$ cat config.mk
export PLATFORM = sky130hd
export DESIGN_NAME = mem_arbiter
export DESIGN_NICKNAME = d
export VERILOG_FILES = /design/src/rtl/mem_arbiter_pkg.sv /design/src/rtl/mem_arbiter.sv
export SDC_FILE = /design/constraint.sdc
export NUM_CORES = 1
export LEC_CHECK = 0
export ABC_AREA = 1
export CORE_MARGIN = 2
export CORE_UTILIZATION = 36
export CTS_CLUSTER_DIAMETER = 150
export CTS_CLUSTER_SIZE = 25
export DETAILED_ROUTE_END_ITERATION = 10
export GPL_TIMING_DRIVEN = 0
export HOLD_SLACK_MARGIN = 0.12
export PLACE_DENSITY_LB_ADDON = 0.3
export RECOVER_POWER = 50
export SLEW_MARGIN = 20
export SYNTH_ARGS = -nofsm -noshare
export SYNTH_HDL_FRONTEND = slang
export SYNTH_SLANG_ARGS = --single-unit
$ cat constraint.sdc
create_clock -name clk -period 1.4 [get_ports clk]
set_input_delay 0.14 -clock clk [delete_from_list [all_inputs] [get_ports clk]]
set_output_delay 0.14 -clock clk [all_outputs]
set_load 0.05 [all_outputs]
$ cat src/rtl/mem_arbiter_pkg.sv
// Shared widths, FSM encodings and the round-robin pick for the fetch/data memory arbiter.
package mem_arbiter_pkg;

  localparam int ADDR_SIZE       = 31;
  localparam int INSTR_SIZE      = 31;
  localparam int MEM_ARB_TIMEOUT = 255;

  localparam logic [1:0] WSIZE_WORD = 2'd2;

  typedef enum logic [1:0] {
    IDLE    = 2'd0,
    GRANT_I = 2'd1,
    GRANT_D = 2'd2
  } arb_state_e;

  typedef enum logic {
    GNT_IMEM = 1'b0,
    GNT_DMEM = 1'b1
  } grant_e;

  // On a tie the requester that did not win last time gets the bus.
  function automatic grant_e pick_grant(input logic i_req, input logic d_req, input grant_e last);
    grant_e g;
    if (i_req && d_req) begin
      g = (last == GNT_IMEM) ? GNT_DMEM : GNT_IMEM;
    end else if (i_req) begin
      g = GNT_IMEM;
    end else begin
      g = GNT_DMEM;
    end
    return g;
  endfunction

endpackage

$ cat src/rtl/mem_arbiter.sv
// Round-robin arbiter sharing one memory port between instruction fetch and data access,
// one outstanding transaction at a time, with a timeout abort when mem_ack never comes.
module mem_arbiter
  import mem_arbiter_pkg::*;
#(
  parameter int TIMEOUT = MEM_ARB_TIMEOUT
) (
  input  logic                  clk,
  input  logic                  reset,
  input  logic [ADDR_SIZE:0]    imem_rd_addr,
  input  logic                  imem_rd_enable,
  output logic [INSTR_SIZE:0]   imem_rd_data,
  output logic                  imem_rd_ready,
  input  logic [ADDR_SIZE:0]    dmem_addr,
  input  logic                  dmem_r_enable,
  input  logic                  dmem_w_enable,
  input  logic [1:0]            dmem_w_size,
  input  logic [INSTR_SIZE:0]   dmem_w_data,
  output logic [INSTR_SIZE:0]   dmem_r_data,
  output logic                  dmem_ready,
  output logic [ADDR_SIZE:0]    mem_addr,
  output logic [INSTR_SIZE:0]   mem_wdata,
  output logic                  mem_req,
  output logic                  mem_we,
  output logic [1:0]            mem_wsize,
  input  logic [INSTR_SIZE:0]   mem_rdata,
  input  logic                  mem_ack,
  output logic                  bus_error
);

  localparam int CNT_W = $clog2(TIMEOUT + 1);
  typedef logic [CNT_W-1:0] cnt_t;
  localparam cnt_t CNT_ONE = cnt_t'(1);
  localparam cnt_t CNT_PRE = cnt_t'(TIMEOUT - 1);
  localparam cnt_t CNT_MAX = cnt_t'(TIMEOUT);

  arb_state_e           state_q, state_d;
  grant_e               last_grant_q, last_grant_d;
  cnt_t                 count_q, count_d;
  logic                 mem_req_q, mem_req_d;
  logic                 mem_we_q, mem_we_d;
  logic [1:0]           mem_wsize_q, mem_wsize_d;
  logic [ADDR_SIZE:0]   mem_addr_q, mem_addr_d;
  logic [INSTR_SIZE:0]  mem_wdata_q, mem_wdata_d;
  logic [INSTR_SIZE:0]  hold_q, hold_d;
  logic                 imem_ready_q, imem_ready_d;
  logic                 dmem_ready_q, dmem_ready_d;
  logic                 bus_error_q, bus_error_d;
  logic                 imem_pend_s, dmem_pend_s;
  grant_e               gnt_s;

  // A requester in its own ready cycle still shows its old level request; mask it.
  assign imem_pend_s = imem_rd_enable && !imem_ready_q;
  assign dmem_pend_s = (dmem_r_enable || dmem_w_enable) && !dmem_ready_q;
  assign gnt_s       = pick_grant(imem_pend_s, dmem_pend_s, last_grant_q);

  always_comb begin
    state_d      = state_q;
    last_grant_d = last_grant_q;
    count_d      = count_q;
    mem_req_d    = mem_req_q;
    mem_we_d     = mem_we_q;
    mem_wsize_d  = mem_wsize_q;
    mem_addr_d   = mem_addr_q;
    mem_wdata_d  = mem_wdata_q;
    hold_d       = hold_q;
    imem_ready_d = 1'b0;
    dmem_ready_d = 1'b0;
    bus_error_d  = 1'b0;

    case (state_q)
      IDLE: begin
        if (imem_pend_s || dmem_pend_s) begin
          last_grant_d = gnt_s;
          count_d      = CNT_ONE;
          mem_req_d    = 1'b1;
          if (gnt_s == GNT_IMEM) begin
            state_d     = GRANT_I;
            mem_addr_d  = imem_rd_addr;
            mem_we_d    = 1'b0;
            mem_wsize_d = WSIZE_WORD;
            mem_wdata_d = '0;
          end else begin
            state_d     = GRANT_D;
            mem_addr_d  = dmem_addr;
            mem_we_d    = dmem_w_enable;
            mem_wsize_d = dmem_w_size;
            mem_wdata_d = dmem_w_data;
          end
        end else begin
          state_d = IDLE;
        end
      end
      GRANT_I, GRANT_D: begin
        // bus_error is already visible in the final GRANT cycle; leave without a ready.
        if (count_q == CNT_MAX) begin
          state_d   = IDLE;
          mem_req_d = 1'b0;
          mem_we_d  = 1'b0;
          count_d   = '0;
        end else if (mem_ack) begin
          hold_d    = mem_rdata;
          state_d   = IDLE;
          mem_req_d = 1'b0;
          mem_we_d  = 1'b0;
          count_d   = '0;
          if (state_q == GRANT_I) begin
            imem_ready_d = 1'b1;
          end else begin
            dmem_ready_d = 1'b1;
          end
        end else begin
          count_d = count_q + CNT_ONE;
          if (count_q == CNT_PRE) begin
            bus_error_d = 1'b1;
          end else begin
            bus_error_d = 1'b0;
          end
        end
      end
      default: begin
        state_d   = IDLE;
        mem_req_d = 1'b0;
        mem_we_d  = 1'b0;
        count_d   = '0;
      end
    endcase
  end

  // State and registered outputs; reset abandons any in-flight transaction.
  always_ff @(posedge clk) begin
    if (reset) begin
      state_q      <= IDLE;
      last_grant_q <= GNT_DMEM;
      count_q      <= '0;
      mem_req_q    <= 1'b0;
      mem_we_q     <= 1'b0;
      mem_wsize_q  <= 2'd0;
      mem_addr_q   <= '0;
      mem_wdata_q  <= '0;
      hold_q       <= '0;
      imem_ready_q <= 1'b0;
      dmem_ready_q <= 1'b0;
      bus_error_q  <= 1'b0;
    end else begin
      state_q      <= state_d;
      last_grant_q <= last_grant_d;
      count_q      <= count_d;
      mem_req_q    <= mem_req_d;
      mem_we_q     <= mem_we_d;
      mem_wsize_q  <= mem_wsize_d;
      mem_addr_q   <= mem_addr_d;
      mem_wdata_q  <= mem_wdata_d;
      hold_q       <= hold_d;
      imem_ready_q <= imem_ready_d;
      dmem_ready_q <= dmem_ready_d;
      bus_error_q  <= bus_error_d;
    end
  end

  assign imem_rd_data  = hold_q;
  assign dmem_r_data   = hold_q;
  assign imem_rd_ready = imem_ready_q;
  assign dmem_ready    = dmem_ready_q;
  assign mem_addr      = mem_addr_q;
  assign mem_wdata     = mem_wdata_q;
  assign mem_req       = mem_req_q;
  assign mem_we        = mem_we_q;
  assign mem_wsize     = mem_wsize_q;
  assign bus_error     = bus_error_q;

endmodule

==> results by stage, run 1 <==
Floorplanning:
- For this design the top-level I/O count stands at roughly 270.
- The floorplan step set the die width to 122.4 um.
- The floorplan has 43 rows.
- In this run the standard cell core region covers between 10000 and 15000 um2.
- Measured along the y axis, the die boundary spans ~120 um.
- The die area is between 10000 and 15000 um2.
- The initial core utilization is between 30% and 40%.

Job:
- The number of maximum-capacitance constraint violations is 0.

Synth:
- The biggest area contributor in the post-synthesis netlist is dfxtp_1.
- The most used flip-flop cell after synthesis is dfxtp_1.
- Yosys printed 0 warnings.
- Summed over its instances, the top area cell type makes up a little under half of the synthesized netlist area.
- nand2_1 is the most common cell in the netlist.
- The gate count of the mapped netlist is about 700.
- After synthesis, the mean cell area works out to 7.044 um2.
- The number of distinct standard cells referenced by the synthesized netlist is 28.
- Counting flops and latches in the post-synthesis netlist gives 114.
- The count of flip-flops with a built-in enable after synthesis is 0.
- The net count after synthesis is 857.
- Of the synthesized area, sequential elements account for 45.25%.
- The share of synthesized registers carrying an async set or reset is 0%.
- The netlist area before placement is about 5000 um2.
- Yosys attributes the largest share of cell area to dfxtp_1 (45%), nand2_1 (12%), nor2_1 (11%).
- By count the netlist is led by nand2_1 (160), nor2_1 (143), dfxtp_1 (114).

Power:
- The switching portion of total power is 46.82%.
- The internal power is roughly 12 mW.
- Summed over all cells, the static leakage comes to 4.190 nW.
- Power spread over the standard cell area amounts to 2444 nW/um2.
- The worst vdd rail ir drop is 1.109 mV.
- Per report_power, the sequential group accounts for around 22% of the total.
- The clock share of power is 19.3%.
- The share of total power in combinational logic is about three fifths.
- The switching component of the power is 10.76 mW.

Final layout:
- From synthesis to final layout, the design area changed by 86.41%.
- In the final layout, the share of cells above drive strength 1 is 34.64%.
- The count of fill cells added during filler insertion is 1140.
- The share of the core filled with cells is 68.26%.
- The non-filler instance count after layout is 1228.
- After routing the design area is 9402 um2.
- The net count of the finished layout is 1176.
- The repair_antennas step left the layout with diodes totalling 0.

CTS:
- The source-to-sink clock delay at the later pin of the worst-skew pair is between 0.4 and 0.5 ns.
- The count of H-tree levels built during CTS is 4.
- The number of buffers on the longest clock path is 2.
- CTS placed an instance of clkbuf_16 at the clock tree root.
- TritonCTS created 17 clock buffers.
- Clock tree synthesis found a total of 114 sinks.
- For this design, the CTS-stage hold fixing added 0 buffers.
- TritonCTS built the clock tree.
- The clock transition at the registers of the reported paths is roughly 0.050 ns.

STA:
- The smallest clock period supported by the final layout is computed as between 1 and 1.5 ns.
- Setup violations remaining at the end of the flow were counted as 6.
- The fmax is 701.3 MHz.
- The pin slew with the least headroom to its limit is between 0.6 and 0.7 ns.
- The tightest hold path in the finished design has a slack of 0.1605 ns.
- The final clock skew is 0.01024 ns.
- The total count of hold-check failures in the final report is 0.
- Setup repair after global routing could not meet its margin everywhere.
- The final clock period utilization by the worst path is 101.9%.
- Headroom to the max-slew limit came out at 58.14%.
- The worst path setup slack after routing is -0.02593 ns.
- The total count of max-transition violations in the final report is 0.

Global routing:
- After global routing the overflow that remains totals 0.
- The number of global-route vias before repair is 4986.
- Across every metal layer, demand over resource in global routing totals 22.23%.
- Entering global routing, the biggest net connects 17 pins.
- The number of antenna violations at the first check in global routing is 0.
- The first-pass GRT wire length is ~26000 um.

Placement:
- The total instance count after detailed placement is 1165.
- At the end of routability-driven placement, the weighted congestion stood at 0.8282.
- During placement, the flow inserted port buffers numbering 269.
- After detailed placement, the total cell area comes to around 8000 um2.
- The total half-perimeter wirelength after legalization and detailed placement is 12600 um.

Route:
- After detailed routing, the number of remaining DRC violations is 0.
- Dividing the detail-routed wire length by the instance count gives 15.03 um.
- Dividing the detail-routed via count by the number of cells gives 4.553.
- Summed over all layers, the routed wires come to 18450 um.
- The length of the first detailed-routing pass in iterations is 4.
- The detailed router's first-iteration violation count is 281.
- The via total after detailed routing is 5591.
- The count of nets left with antenna violations once routing finished came out at 0.

Setup path:
- The element type at the critical path start is a flop.
- Counting cells, the worst reg-to-reg path comes to 6.
- The startpoint identified for the worst register-to-register timing path is state_q[1].
- For the worst setup path, the data required time is 1.70 ns.
- In this run the worst path has a maximum fanout of 6.
- At the worst endpoint, the arrival time is 1.73 ns.
- The worst register-to-register path ends at dmem_r_data[28].
- In this run the register-to-register setup slack is -0.03 ns.
- The endpoint type of the worst setup path is a flop.
- The type of the setup path with the least slack is flop to flop.

Worst hold path:
- The hold-critical path endpoint is mem_addr[0].
- The number of instances on the worst hold path is 4.
- The path class of the lowest-slack min-delay path is input pin to flop.
- The worst hold path begins at reset.

Run status:
- The final reports fail on setup timing.
- The run finished, with violations left.
[per-stage QoR]
step | setup TNS (ns) | power, mW | setup slack [ns]
global route | -1.860 | 24.09 | -0.09086
global placement | -29.25 | 16.59 | -0.4221
CTS | -0.003044 | 21.57 | -0.002848
detailed placement | -31.36 | 16.70 | -0.4558
floorplan | -0.004072 | 12.88 | -0.004072
finish | -0.06835 | 22.98 | -0.02593
[how the worst max path moves through the flow]
stage / slack, ns / to / cells past startpoint / start
after floorplan: -0.004 / mem_wsize[1] / 8 / dmem_ready
after global placement: -0.42 / mem_addr[30] / 10 / dmem_w_enable
after detailed placement: -0.46 / mem_addr[30] / 10 / dmem_w_enable
after CTS: -0.003 / dmem_r_data[28] / 9 / count_q[0]
after global routing: -0.09 / dmem_r_data[28] / 9 / count_q[0]
final: -0.03 / dmem_r_data[28] / 6 / state_q[1]
[critical path, stage by stage (launching register included)]
cell and delay, ns:
dfxtp_2 0.34, inv_2 0.06, ha_4 0.30, nand3_4 0.17, buf_6 0.20, o21ai_0 0.18, nor2_1 0.06
[cell usage in the layout (no fill, tap or decap), types with 4 or more instances in the layout]
cell,count
a21oi_1,22
a21oi_2,17
buf_12,6
buf_2,35
buf_4,49
buf_6,12
buf_8,9
clkbuf_1,10
clkbuf_16,21
clkbuf_2,21
clkdlybuf4s15_2,87
clkdlybuf4s50_1,133
clkinv_2,6
dfxtp_1,108
dfxtp_2,5
inv_1,46
inv_2,4
nand2_1,142
nand2_2,10
nand2_4,12
nand3_1,63
nand3_2,6
nor2_1,111
nor2_2,26
nor2_4,9
o21ai_0,10
o21ai_1,20
o21ai_2,5
xor2_1,4
[power groups by stage]
stage / logic (mW) / clock network [mW] / registers (mW)
final: 13.6 / 4.43 / 4.99
after global routing: 14.3 / 4.64 / 5.11
after CTS: 12.2 / 4.48 / 4.89
after detailed placement: 11.8 / 0 / 4.94
after global placement: 11.7 / 0 / 4.90
after floorplan: 4.76 / 0 / 8.12
[cell families after synthesis]
kind of cell / count (synthesis) / share of synthesized area, %
xor gates and xnor gates: 4 / 0.6945
adders and majority gates: 5 / 1.240
buffers and inverters: 127 / 13.12
and+or+nand+nor: 389 / 31.88
AOI/OAI and AO/OA: 77 / 7.814
DFF: 114 / 45.25
[layer usage]
| layer | share of wire (%) | track usage, % |
|---|---|---|
| met1 | 41 | 25.90 |
| met2 | 51 | 37.60 |
| met3 | 5.5 | 5.576 |
| met4 | 3.0 | 11.64 |
| met5 | 0 | 0 |
[flip-flops by register name (all words and copies together) (netlist names)]
register and flops:
dmem_r_data 32, mem_addr 32, mem_wdata 32, count_q 8
mem_wsize 2, state_q 2, bus_error 1, dmem_ready 1
imem_rd_ready 1, last_grant_q 1, mem_req 1, mem_we 1
[final cells by class]
class	instances	area, um2	area share (%)
plain buffers	73	571.8	6.082
clock buffers	22	474.2	5.044
clock inverters	10	131.4	1.397
inverters	54	216.5	2.302
multi-input cells	476	2506	26.66
flip-flops and latches	114	2292	24.38
well taps	180	225.2	2.396
repair buffers	299	2984	31.74
[what timing repair did]
| item | CTS | global route |
|---|---|---|
| gates cloned | 2 | 8 |
| setup endpoints to repair | 244 | 130 |
| pin swaps | 7 | 39 |
| gates resized for setup | 461 | 201 |
| setup buffers | 9 | 12 |
Note: power is estimated with default switching activity, not from simulation.
==> run 2, diff against run 1 <==
ABC_CLOCK_PERIOD_IN_PS = 1400   (was not set)
RECOVER_POWER = 25   (was 50)
==> results of run 2 <==
Final layout, timing and power as in run 1 (identical DEF).
==> run 3, diff against run 2 <==
GPL_ROUTABILITY_DRIVEN = 0   (was not set)
==> results of run 3 <==
Final layout, timing and power as in run 1 (identical DEF).
